### config.mk
export PLATFORM = sky130hd
export DESIGN_NAME = control_sequencer_flat
export DESIGN_NICKNAME = d
export VERILOG_FILES = /design/src/rtl/cpu_ctrl_pkg.sv /design/src/rtl/control_sequencer_if.sv /design/src/rtl/reg_sel_decode.sv /design/src/rtl/control_sequencer.sv /design/src/flat_wrapper.sv
export SDC_FILE = /design/constraint.sdc
export NUM_CORES = 1
export LEC_CHECK = 0
export BUFFER_PORTS_ARGS = -buffer_cell sky130_fd_sc_hd__buf_2
export CAP_MARGIN = 20
export CORE_MARGIN = 2
export CORE_UTILIZATION = 27
export DETAILED_ROUTE_END_ITERATION = 12
export SYNTH_ARGS = -nofsm -noshare
export SYNTH_HDL_FRONTEND = slang
export SYNTH_SLANG_ARGS = --single-unit
### constraint.sdc
create_clock -name clock -period 3.45 [get_ports clock]
set_input_delay 0.345 -clock clock [delete_from_list [all_inputs] [get_ports clock]]
set_output_delay 0.345 -clock clock [all_outputs]
set_load 0.02 [all_outputs]
### src/rtl/cpu_ctrl_pkg.sv
// Shared definitions for the hardwired control sequencer: states, opcode
// classes, ALU codes and IR field positions.
package cpu_ctrl_pkg;

    typedef enum logic [3:0] {
        S_RESET,
        S_T0,
        S_T1,
        S_T2,
        S_T3,
        S_T4,
        S_T5,
        S_T6,
        S_T7,
        S_PAUSED,
        S_HALTED
    } state_t;

    typedef enum logic [3:0] {
        C_ALU3,
        C_ALUI,
        C_UNARY,
        C_MULDIV,
        C_LDI,
        C_LD,
        C_ST,
        C_NOP,
        C_HALT,
        C_ILLEGAL
    } op_class_t;

    localparam logic [4:0] ALU_INC = 5'b11111;
    localparam logic [4:0] ALU_ADD = 5'b00011;
    localparam logic [4:0] ALU_AND = 5'b00101;
    localparam logic [4:0] ALU_OR  = 5'b00110;

    localparam logic [4:0] OP_LD        = 5'b00000;
    localparam logic [4:0] OP_LDI       = 5'b00001;
    localparam logic [4:0] OP_ST        = 5'b00010;
    localparam logic [4:0] OP_ALU3_LO   = 5'b00011;
    localparam logic [4:0] OP_ALU3_HI   = 5'b01011;
    localparam logic [4:0] OP_ADDI      = 5'b01100;
    localparam logic [4:0] OP_ANDI      = 5'b01101;
    localparam logic [4:0] OP_ORI       = 5'b01110;
    localparam logic [4:0] OP_DIV       = 5'b01111;
    localparam logic [4:0] OP_MUL       = 5'b10000;
    localparam logic [4:0] OP_NEG       = 5'b10001;
    localparam logic [4:0] OP_NOT       = 5'b10010;
    localparam logic [4:0] OP_NOP       = 5'b11010;
    localparam logic [4:0] OP_HALT      = 5'b11011;

    localparam int OPC_MSB = 31;
    localparam int OPC_LSB = 27;
    localparam int RA_MSB  = 26;
    localparam int RA_LSB  = 23;
    localparam int RB_MSB  = 22;
    localparam int RB_LSB  = 19;
    localparam int RC_MSB  = 18;
    localparam int RC_LSB  = 15;
    localparam int C_MSB   = 18;

    function automatic op_class_t decode_class(input logic [4:0] op);
        op_class_t cls;
        if (op >= OP_ALU3_LO && op <= OP_ALU3_HI) begin
            cls = C_ALU3;
        end else begin
            case (op)
                OP_LD:                   cls = C_LD;
                OP_LDI:                  cls = C_LDI;
                OP_ST:                   cls = C_ST;
                OP_ADDI, OP_ANDI, OP_ORI: cls = C_ALUI;
                OP_DIV, OP_MUL:          cls = C_MULDIV;
                OP_NEG, OP_NOT:          cls = C_UNARY;
                OP_NOP:                  cls = C_NOP;
                OP_HALT:                 cls = C_HALT;
                default:                 cls = C_ILLEGAL;
            endcase
        end
        return cls;
    endfunction

    // Immediate forms reuse the ALU codes of their register-register twins.
    function automatic logic [4:0] alui_code(input logic [4:0] op);
        logic [4:0] code;
        case (op)
            OP_ANDI: code = ALU_AND;
            OP_ORI:  code = ALU_OR;
            default: code = ALU_ADD;
        endcase
        return code;
    endfunction

endpackage

### src/rtl/control_sequencer_if.sv
// Control bundle between the sequencer (master) and the datapath/memory
// side (slave): IR and handshake inputs, all strobes and ALU controls out.
interface control_sequencer_if;

    logic [31:0] ir;
    logic        mem_ready;
    logic        stop;

    logic [15:0] rin;
    logic [15:0] rout;
    logic        pc_in;
    logic        pc_out;
    logic        ir_in;
    logic        y_in;
    logic        z_in;
    logic        hi_in;
    logic        lo_in;
    logic        mar_in;
    logic        mdr_in;
    logic        mdr_out;
    logic        z_high_out;
    logic        z_low_out;
    logic        hi_out;
    logic        lo_out;
    logic        in_port_out;
    logic        c_out;
    logic        read;
    logic        write;
    logic [4:0]  alu_op;
    logic [31:0] c_value;
    logic        run;
    logic        illegal;

    modport master (
        input  ir, mem_ready, stop,
        output rin, rout, pc_in, pc_out, ir_in, y_in, z_in, hi_in, lo_in,
               mar_in, mdr_in, mdr_out, z_high_out, z_low_out, hi_out, lo_out,
               in_port_out, c_out, read, write, alu_op, c_value, run, illegal
    );

    modport slave (
        output ir, mem_ready, stop,
        input  rin, rout, pc_in, pc_out, ir_in, y_in, z_in, hi_in, lo_in,
               mar_in, mdr_in, mdr_out, z_high_out, z_low_out, hi_out, lo_out,
               in_port_out, c_out, read, write, alu_op, c_value, run, illegal
    );

endinterface

### src/rtl/reg_sel_decode.sv
// Maps a 4-bit register field to a 16-bit one-hot strobe, all zero when
// disabled.
module reg_sel_decode (
    input  logic [3:0]  sel,
    input  logic        en,
    output logic [15:0] onehot
);

    always_comb begin
        onehot = '0;
        if (en) begin
            onehot[sel] = 1'b1;
        end
    end

endmodule

### src/rtl/control_sequencer.sv
// Hardwired control unit: steps each instruction through fetch T0-T2 and
// execute T3-T7, decoding all datapath strobes from the state and IR.
//
// state    | meaning
// ---------+-----------------------------------------------------------
// RESET    | held by clear; leaves on first edge after release
// T0       | PC to MAR, Z = PC + 1
// T1       | PC <= Z, memory read into MDR, waits for mem_ready
// T2       | MDR to IR
// T3..T7   | execute steps, meaning depends on opcode class
// PAUSED   | stop seen at an instruction boundary, waits for stop=0
// HALTED   | halt executed, exits only by clear
module control_sequencer (
    input  logic                clock,
    input  logic                clear,
    control_sequencer_if.master bus
);

    import cpu_ctrl_pkg::*;

    state_t     state;
    state_t     after_instr;
    op_class_t  op_class;
    logic [4:0] opcode;
    logic [3:0] ra;
    logic [3:0] rb;
    logic [3:0] rc;

    logic       rin_en;
    logic [3:0] rin_sel;
    logic       rout_en;
    logic [3:0] rout_sel;

    assign opcode   = bus.ir[OPC_MSB:OPC_LSB];
    assign ra       = bus.ir[RA_MSB:RA_LSB];
    assign rb       = bus.ir[RB_MSB:RB_LSB];
    assign rc       = bus.ir[RC_MSB:RC_LSB];
    assign op_class = decode_class(opcode);

    assign after_instr = bus.stop ? S_PAUSED : S_T0;

    always_ff @(posedge clock or negedge clear) begin
        if (!clear) begin
            state <= S_RESET;
        end else begin
            case (state)
                S_RESET:  state <= after_instr;
                S_T0:     state <= S_T1;
                S_T1:     if (bus.mem_ready) state <= S_T2;
                S_T2:     state <= S_T3;
                S_T3: begin
                    case (op_class)
                        C_NOP, C_ILLEGAL: state <= after_instr;
                        C_HALT:           state <= S_HALTED;
                        default:          state <= S_T4;
                    endcase
                end
                S_T4: begin
                    if (op_class == C_UNARY) state <= after_instr;
                    else                     state <= S_T5;
                end
                S_T5: begin
                    case (op_class)
                        C_ALU3, C_ALUI, C_LDI: state <= after_instr;
                        C_MULDIV, C_LD, C_ST:  state <= S_T6;
                        default:               state <= S_T0;
                    endcase
                end
                S_T6: begin
                    case (op_class)
                        C_MULDIV: state <= after_instr;
                        C_LD:     if (bus.mem_ready) state <= S_T7;
                        C_ST:     state <= S_T7;
                        default:  state <= S_T0;
                    endcase
                end
                S_T7: begin
                    case (op_class)
                        C_LD:    state <= after_instr;
                        C_ST:    if (bus.mem_ready) state <= after_instr;
                        default: state <= S_T0;
                    endcase
                end
                S_PAUSED: if (!bus.stop) state <= S_T0;
                S_HALTED: state <= S_HALTED;
                default:  state <= S_RESET;
            endcase
        end
    end

    // Strobes are a pure decode of the state register so clear removes
    // Read/Write immediately, without waiting for an edge.
    always_comb begin
        rin_en         = 1'b0;
        rin_sel        = ra;
        rout_en        = 1'b0;
        rout_sel       = rb;
        bus.pc_in      = 1'b0;
        bus.pc_out     = 1'b0;
        bus.ir_in      = 1'b0;
        bus.y_in       = 1'b0;
        bus.z_in       = 1'b0;
        bus.hi_in      = 1'b0;
        bus.lo_in      = 1'b0;
        bus.mar_in     = 1'b0;
        bus.mdr_in     = 1'b0;
        bus.mdr_out    = 1'b0;
        bus.z_high_out = 1'b0;
        bus.z_low_out  = 1'b0;
        bus.c_out      = 1'b0;
        bus.read       = 1'b0;
        bus.write      = 1'b0;
        bus.alu_op     = 5'b00000;
        bus.run        = 1'b1;
        bus.illegal    = 1'b0;

        case (state)
            S_T0: begin
                bus.pc_out = 1'b1;
                bus.mar_in = 1'b1;
                bus.z_in   = 1'b1;
                bus.alu_op = ALU_INC;
            end
            S_T1: begin
                bus.z_low_out = 1'b1;
                bus.pc_in     = 1'b1;
                bus.read      = 1'b1;
                bus.mdr_in    = 1'b1;
            end
            S_T2: begin
                bus.mdr_out = 1'b1;
                bus.ir_in   = 1'b1;
            end
            S_T3: begin
                case (op_class)
                    C_ALU3, C_ALUI, C_LDI, C_LD, C_ST: begin
                        rout_en  = 1'b1;
                        bus.y_in = 1'b1;
                    end
                    C_UNARY: begin
                        rout_en    = 1'b1;
                        bus.z_in   = 1'b1;
                        bus.alu_op = opcode;
                    end
                    C_MULDIV: begin
                        rout_en  = 1'b1;
                        rout_sel = ra;
                        bus.y_in = 1'b1;
                    end
                    C_ILLEGAL: bus.illegal = 1'b1;
                    default: ;
                endcase
            end
            S_T4: begin
                case (op_class)
                    C_ALU3: begin
                        rout_en    = 1'b1;
                        rout_sel   = rc;
                        bus.z_in   = 1'b1;
                        bus.alu_op = opcode;
                    end
                    C_ALUI: begin
                        bus.c_out  = 1'b1;
                        bus.z_in   = 1'b1;
                        bus.alu_op = alui_code(opcode);
                    end
                    C_LDI, C_LD, C_ST: begin
                        bus.c_out  = 1'b1;
                        bus.z_in   = 1'b1;
                        bus.alu_op = ALU_ADD;
                    end
                    C_UNARY: begin
                        bus.z_low_out = 1'b1;
                        rin_en        = 1'b1;
                    end
                    C_MULDIV: begin
                        rout_en    = 1'b1;
                        bus.z_in   = 1'b1;
                        bus.alu_op = opcode;
                    end
                    default: ;
                endcase
            end
            S_T5: begin
                case (op_class)
                    C_ALU3, C_ALUI, C_LDI: begin
                        bus.z_low_out = 1'b1;
                        rin_en        = 1'b1;
                    end
                    C_LD, C_ST: begin
                        bus.z_low_out = 1'b1;
                        bus.mar_in    = 1'b1;
                    end
                    C_MULDIV: begin
                        bus.z_low_out = 1'b1;
                        bus.lo_in     = 1'b1;
                    end
                    default: ;
                endcase
            end
            S_T6: begin
                case (op_class)
                    C_MULDIV: begin
                        bus.z_high_out = 1'b1;
                        bus.hi_in      = 1'b1;
                    end
                    C_LD: begin
                        bus.read   = 1'b1;
                        bus.mdr_in = 1'b1;
                    end
                    C_ST: begin
                        rout_en    = 1'b1;
                        rout_sel   = ra;
                        bus.mdr_in = 1'b1;
                    end
                    default: ;
                endcase
            end
            S_T7: begin
                case (op_class)
                    C_LD: begin
                        bus.mdr_out = 1'b1;
                        rin_en      = 1'b1;
                    end
                    C_ST: bus.write = 1'b1;
                    default: ;
                endcase
            end
            default: bus.run = 1'b0;
        endcase
    end

    assign bus.hi_out      = 1'b0;
    assign bus.lo_out      = 1'b0;
    assign bus.in_port_out = 1'b0;
    assign bus.c_value     = {{(31 - C_MSB){bus.ir[C_MSB]}}, bus.ir[C_MSB:0]};

    reg_sel_decode u_rin_decode (
        .sel    (rin_sel),
        .en     (rin_en),
        .onehot (bus.rin)
    );

    reg_sel_decode u_rout_decode (
        .sel    (rout_sel),
        .en     (rout_en),
        .onehot (bus.rout)
    );

endmodule
### src/flat_wrapper.sv
// flat-port wrapper written by rule: the top's interface ports become plain ports
module control_sequencer_flat import cpu_ctrl_pkg::*;
  (clock, clear, bus_ir, bus_mem_ready, bus_stop, bus_rin, bus_rout, bus_pc_in, bus_pc_out, bus_ir_in, bus_y_in, bus_z_in, bus_hi_in, bus_lo_in, bus_mar_in, bus_mdr_in, bus_mdr_out, bus_z_high_out, bus_z_low_out, bus_hi_out, bus_lo_out, bus_in_port_out, bus_c_out, bus_read, bus_write, bus_alu_op, bus_c_value, bus_run, bus_illegal);
  control_sequencer_if bus_i ();
  input  logic clock;
  input  logic clear;
  input wire logic [$bits(bus_i.ir)-1:0] bus_ir;
  input wire logic [$bits(bus_i.mem_ready)-1:0] bus_mem_ready;
  input wire logic [$bits(bus_i.stop)-1:0] bus_stop;
  output wire logic [$bits(bus_i.rin)-1:0] bus_rin;
  output wire logic [$bits(bus_i.rout)-1:0] bus_rout;
  output wire logic [$bits(bus_i.pc_in)-1:0] bus_pc_in;
  output wire logic [$bits(bus_i.pc_out)-1:0] bus_pc_out;
  output wire logic [$bits(bus_i.ir_in)-1:0] bus_ir_in;
  output wire logic [$bits(bus_i.y_in)-1:0] bus_y_in;
  output wire logic [$bits(bus_i.z_in)-1:0] bus_z_in;
  output wire logic [$bits(bus_i.hi_in)-1:0] bus_hi_in;
  output wire logic [$bits(bus_i.lo_in)-1:0] bus_lo_in;
  output wire logic [$bits(bus_i.mar_in)-1:0] bus_mar_in;
  output wire logic [$bits(bus_i.mdr_in)-1:0] bus_mdr_in;
  output wire logic [$bits(bus_i.mdr_out)-1:0] bus_mdr_out;
  output wire logic [$bits(bus_i.z_high_out)-1:0] bus_z_high_out;
  output wire logic [$bits(bus_i.z_low_out)-1:0] bus_z_low_out;
  output wire logic [$bits(bus_i.hi_out)-1:0] bus_hi_out;
  output wire logic [$bits(bus_i.lo_out)-1:0] bus_lo_out;
  output wire logic [$bits(bus_i.in_port_out)-1:0] bus_in_port_out;
  output wire logic [$bits(bus_i.c_out)-1:0] bus_c_out;
  output wire logic [$bits(bus_i.read)-1:0] bus_read;
  output wire logic [$bits(bus_i.write)-1:0] bus_write;
  output wire logic [$bits(bus_i.alu_op)-1:0] bus_alu_op;
  output wire logic [$bits(bus_i.c_value)-1:0] bus_c_value;
  output wire logic [$bits(bus_i.run)-1:0] bus_run;
  output wire logic [$bits(bus_i.illegal)-1:0] bus_illegal;
  assign bus_i.ir = bus_ir;
  assign bus_i.mem_ready = bus_mem_ready;
  assign bus_i.stop = bus_stop;
  assign bus_rin = bus_i.rin;
  assign bus_rout = bus_i.rout;
  assign bus_pc_in = bus_i.pc_in;
  assign bus_pc_out = bus_i.pc_out;
  assign bus_ir_in = bus_i.ir_in;
  assign bus_y_in = bus_i.y_in;
  assign bus_z_in = bus_i.z_in;
  assign bus_hi_in = bus_i.hi_in;
  assign bus_lo_in = bus_i.lo_in;
  assign bus_mar_in = bus_i.mar_in;
  assign bus_mdr_in = bus_i.mdr_in;
  assign bus_mdr_out = bus_i.mdr_out;
  assign bus_z_high_out = bus_i.z_high_out;
  assign bus_z_low_out = bus_i.z_low_out;
  assign bus_hi_out = bus_i.hi_out;
  assign bus_lo_out = bus_i.lo_out;
  assign bus_in_port_out = bus_i.in_port_out;
  assign bus_c_out = bus_i.c_out;
  assign bus_read = bus_i.read;
  assign bus_write = bus_i.write;
  assign bus_alu_op = bus_i.alu_op;
  assign bus_c_value = bus_i.c_value;
  assign bus_run = bus_i.run;
  assign bus_illegal = bus_i.illegal;
  control_sequencer u_core (.clock(clock), .clear(clear), .bus(bus_i));
endmodule
==> out/metrics.json <==
{
  "start_util": {"value": 27.9, "unit": "%"},
  "detailed_routing_iteration_count_for_the_pre_antenna_repair_pass": {"value": 4},
  "synth.avg_cell_area": {"value": 6.77, "unit": "um^2"},
  "clk_latency": {"value": 0.22, "unit": "ns"},
  "ys_ff_latch": {"value": 4},
  "crit_arrival": {"value": 2.91, "unit": "ns"},
  "die-area": {"value": 8150, "unit": "um^2"},
  "min-delay-path-class": {"value": "in2async"},
  "fp.dieH": {"value": 90.3, "unit": "um"},
  "irDropWorstVdd": {"value": 0.152, "unit": "mV"},
  "synth.top_cell.area_share": {"value": 13.8, "unit": "%"},
  "wl_per_cell": {"value": 14.2, "unit": "um"},
  "totalWireLength": {"value": 6450, "unit": "um"},
  "setup_viol": {"value": 0},
  "routed-via-count": {"value": 2402},
  "synth_ff_type": {"value": "dfrtp_1"},
  "regToRegSetupSlack": {"value": 1.29, "unit": "ns"},
  "synth_top_cells_by_count": {"value": "buf_4, nor2_1, nand2_1, nor3_1, o21ai_0"},
  "rows": {"value": 31},
  "synth_top_family_by_area": {"value": "simple AND/OR/NAND/NOR gates"},
  "reg.largest.list": {"value": "u_core.state (4)"},
  "drt_first_iter_violations": {"value": 241},
  "switching_power_of_the_nets": {"value": 133, "unit": "uW"},
  "timing.critical_path.from_type": {"value": "input pin"},
  "place.port_buffers": {"value": 91},
  "cap_viol_max_count": {"value": 0},
  "synth_largest_area_cell": {"value": "buf_4"},
  "power.clock.fraction": {"value": 32.5, "unit": "%"},
  "worst_pin_slew": {"value": 0.623, "unit": "ns"},
  "layout-drive-gt1-share": {"value": 39.3, "unit": "%"},
  "worst_ep_required_time": {"value": 3.11, "unit": "ns"},
  "cts_tree": {"value": "yes"},
  "finClkSkew": {"value": 0.00316, "unit": "ns"},
  "setup.worst_path.class": {"value": "in2out"},
  "routed_via_density": {"value": 5.28},
  "top_register": {"value": "u_core.state"},
  "postLayoutCoreUtil": {"value": 33.7, "unit": "%"},
  "multi_input_comb_area": {"value": 1520, "unit": "um^2"},
  "post_synth_and_or_nand_nor_area_fraction": {"value": 35.0, "unit": "%"},
  "antenna_cells_inserted": {"value": 0},
  "cts_root_buf": {"value": "clkbuf_8"},
  "clock_sink_count": {"value": 4},
  "synth-edff-count": {"value": 0},
  "sequential_cell_area_fraction_in_the_yosys_report": {"value": 4.98, "unit": "%"},
  "finalCriticalPeriod": {"value": 3.26, "unit": "ns"},
  "critPathCaptureType": {"value": "output port"},
  "critical_path.max_fanout": {"value": 13},
  "pwr_density_cell": {"value": 129, "unit": "nW/um^2"},
  "die_w": {"value": 90.3, "unit": "um"},
  "global_route.usage.total": {"value": 15.2, "unit": "%"},
  "number_of_max_slew_violations_in_the_final_report": {"value": 0},
  "run_status": {"value": "finished clean"},
  "largest_net_degree_at_the_start_of_global_routing": {"value": 22},
  "largest_register_ffs": {"value": 4},
  "proportion_of_synthesized_area_in_mux_cells": {"value": 2.55, "unit": "%"},
  "regArea": {"value": 100, "unit": "um^2"},
  "synth_cell_types": {"value": 71},
  "globalplace.congestion": {"value": 0.879},
  "slew_headroom": {"value": 57.9, "unit": "%"},
  "maximum_count_of_clock_buffers_along_a_single_path": {"value": 2},
  "vias_in_the_first_global_route": {"value": 2198},
  "power.switching_fraction": {"value": 42.4, "unit": "%"},
  "synth_async_sr_flop_share": {"value": 100, "unit": "%"},
  "areaGrowthSynthToFinish": {"value": 21.0, "unit": "%"},
  "clkTransAtPathRegs": {"value": 0.03, "unit": "ns"},
  "final.setup.worst_slack": {"value": 0.193, "unit": "ns"},
  "tcrit_tclk_final": {"value": 94.4, "unit": "%"},
  "post_synthesis_compound_gate_area_fraction": {"value": 33.9, "unit": "%"},
  "xor_xnor_share_of_the_synthesized_area": {"value": 0.436, "unit": "%"},
  "fin_nets": {"value": 397},
  "placeableCoreArea": {"value": 7210, "unit": "um^2"},
  "synth-warning-count": {"value": 0},
  "p_seq_share": {"value": 15.1, "unit": "%"},
  "synthTopCellsByArea": {"value": "buf_4, nor2_1, dfrtp_1"},
  "count_of_mapped_cells_out_of_synthesis": {"value": 297},
  "fin_worst_hold_slack": {"value": 0.451, "unit": "ns"},
  "grt_overflow_total": {"value": 0},
  "rsz0062_at_grt": {"value": "true"},
  "grt_pass1_wl": {"value": 10600, "unit": "um"},
  "power.internal": {"value": 181, "unit": "uW"},
  "tritoncts_buffer_count": {"value": 3},
  "dpl_wire_length": {"value": 5260, "unit": "um"},
  "clock_tree.htree_level_count": {"value": 1},
  "synth_adder_area_share": {"value": 1.87, "unit": "%"},
  "total_leakage_power": {"value": 0.00114, "unit": "uW"},
  "fillers": {"value": 803},
  "postCtsSetupBuffers": {"value": 0},
  "mappedNetlistArea": {"value": 2010, "unit": "um^2"},
  "num_io_pins": {"value": 125},
  "pwr-share-comb": {"value": 52.5, "unit": "%"},
  "antenna_violations_before_repair": {"value": 0},
  "pre_cts_ws": {"value": 0.0269, "unit": "ns"},
  "setup_tns": {"value": 0, "unit": "ns"},
  "postLayoutCellArea": {"value": 2430, "unit": "um^2"},
  "dpl_cell_area": {"value": 2350, "unit": "um^2"},
  "drcViolationCount": {"value": 0},
  "highest_clock_rate": {"value": 307, "unit": "MHz"},
  "report.final.hold_viol_count": {"value": 0},
  "final_antenna_net_count": {"value": 0}
}
==> per-stage QoR <==
stage / cells / power [uW]
after floorplan: 299 / 196
after global placement: 451 / 205
after detailed placement: 451 / 206
after CTS: 455 / 312
after global routing: 455 / 332
final: 455 / 313
==> layout by cell type, fill, tap and decap left out, types with 3 or more instances in the layout <==
cell type | netlist | routed
nand3_1 | 3 | 3
o22ai_1 | 5 | 5
inv_1 | 13 | 13
a211oi_1 | 4 | 3
dfrtp_1 | 4 | 4
o21ai_0 | 16 | 15
conb_1 | 1 | 3
mux2i_1 | 4 | 4
a21oi_1 | 13 | 13
nor2_1 | 37 | 37
buf_4 | 37 | 16
nand4b_1 | 3 | 3
clkbuf_8 | 0 | 3
or2_2 | 4 | 4
buf_2 | 3 | 91
nor2b_1 | 4 | 3
a221o_1 | 4 | 4
o31ai_1 | 4 | 4
a32oi_1 | 3 | 3
nand2_1 | 26 | 26
nand2b_1 | 7 | 7
nor3_1 | 20 | 20
==> final timing paths <==
path / cells after the start / to / startpoint
worst max-delay path: 12 / bus_rout[2] / bus_ir[27]
worst min-delay path: 2 / u_core.state[1]$_DFFE_PN0P_ / clear
worst max register to register: 9 / u_core.state[0]$_DFFE_PN0P_ / u_core.state[3]$_DFFE_PN0P_
worst min register to register: 2 / u_core.state[2]$_DFFE_PN0P_ / u_core.state[2]$_DFFE_PN0P_
max in group asynchronous: 2 / u_core.state[3]$_DFFE_PN0P_ / clear
min in group clock: 3 / u_core.state[3]$_DFFE_PN0P_ / bus_stop
==> kinds of logic (layout without fill, tap and decap cells) <==
family,after synthesis,after routing
simple gates,131,131
buf+inv,68,125
flops,4,4
compound gates,84,84
fa+ha+maj,3,3
xor+xnor,1,1
mux,5,5
other cells,1,3
==> what timing repair did <==
item	CTS	global route
hold buffers	1	0
hold endpoints to repair	4	0
endpoints found under the setup margin	0	15
gates resized for setup	0	8
==> power by group through the flow <==
stage / clock [uW] / sequential (uW) / combinational (uW)
4_1_cts: 106 / 47.2 / 160
2_1_floorplan: 0 / 47.8 / 149
5_1_grt: 106 / 47.2 / 179
3_3_place_gp: 0 / 47.8 / 157
6_report: 102 / 47.2 / 164
3_5_place_dp: 0 / 47.8 / 158
==> cell type report <==
class | instances | share of cell area [%]
multi-input cells | 227 | 62.6
repair buffers | 109 | 24.5
well taps | 99 | 5.09
flip-flops and latches | 4 | 4.12
inverters | 13 | 2.01
clock buffers | 3 | 1.70
==> layer usage <==
metal	track usage [%]	up-vias	share of wire, %
met5	0	-	0
met4	4.23	0	1.8
met3	1.92	11	5.9
met2	27.0	102	49
met1	19.3	1123	44
li1	-	1166	-
==> critical path: stages <==
cell	delay, ns
buf_2	0.15
ha_1	0.24
buf_4	0.19
nand4b_1	0.17
and4b_1	0.28
a2111oi_4	0.37
a31oi_2	0.09
a2111oi_4	0.39
buf_6	0.19
o22ai_4	0.11
nor3_1	0.17
buf_2	0.20
No activity file was read; power rests on OpenSTA's default activity.
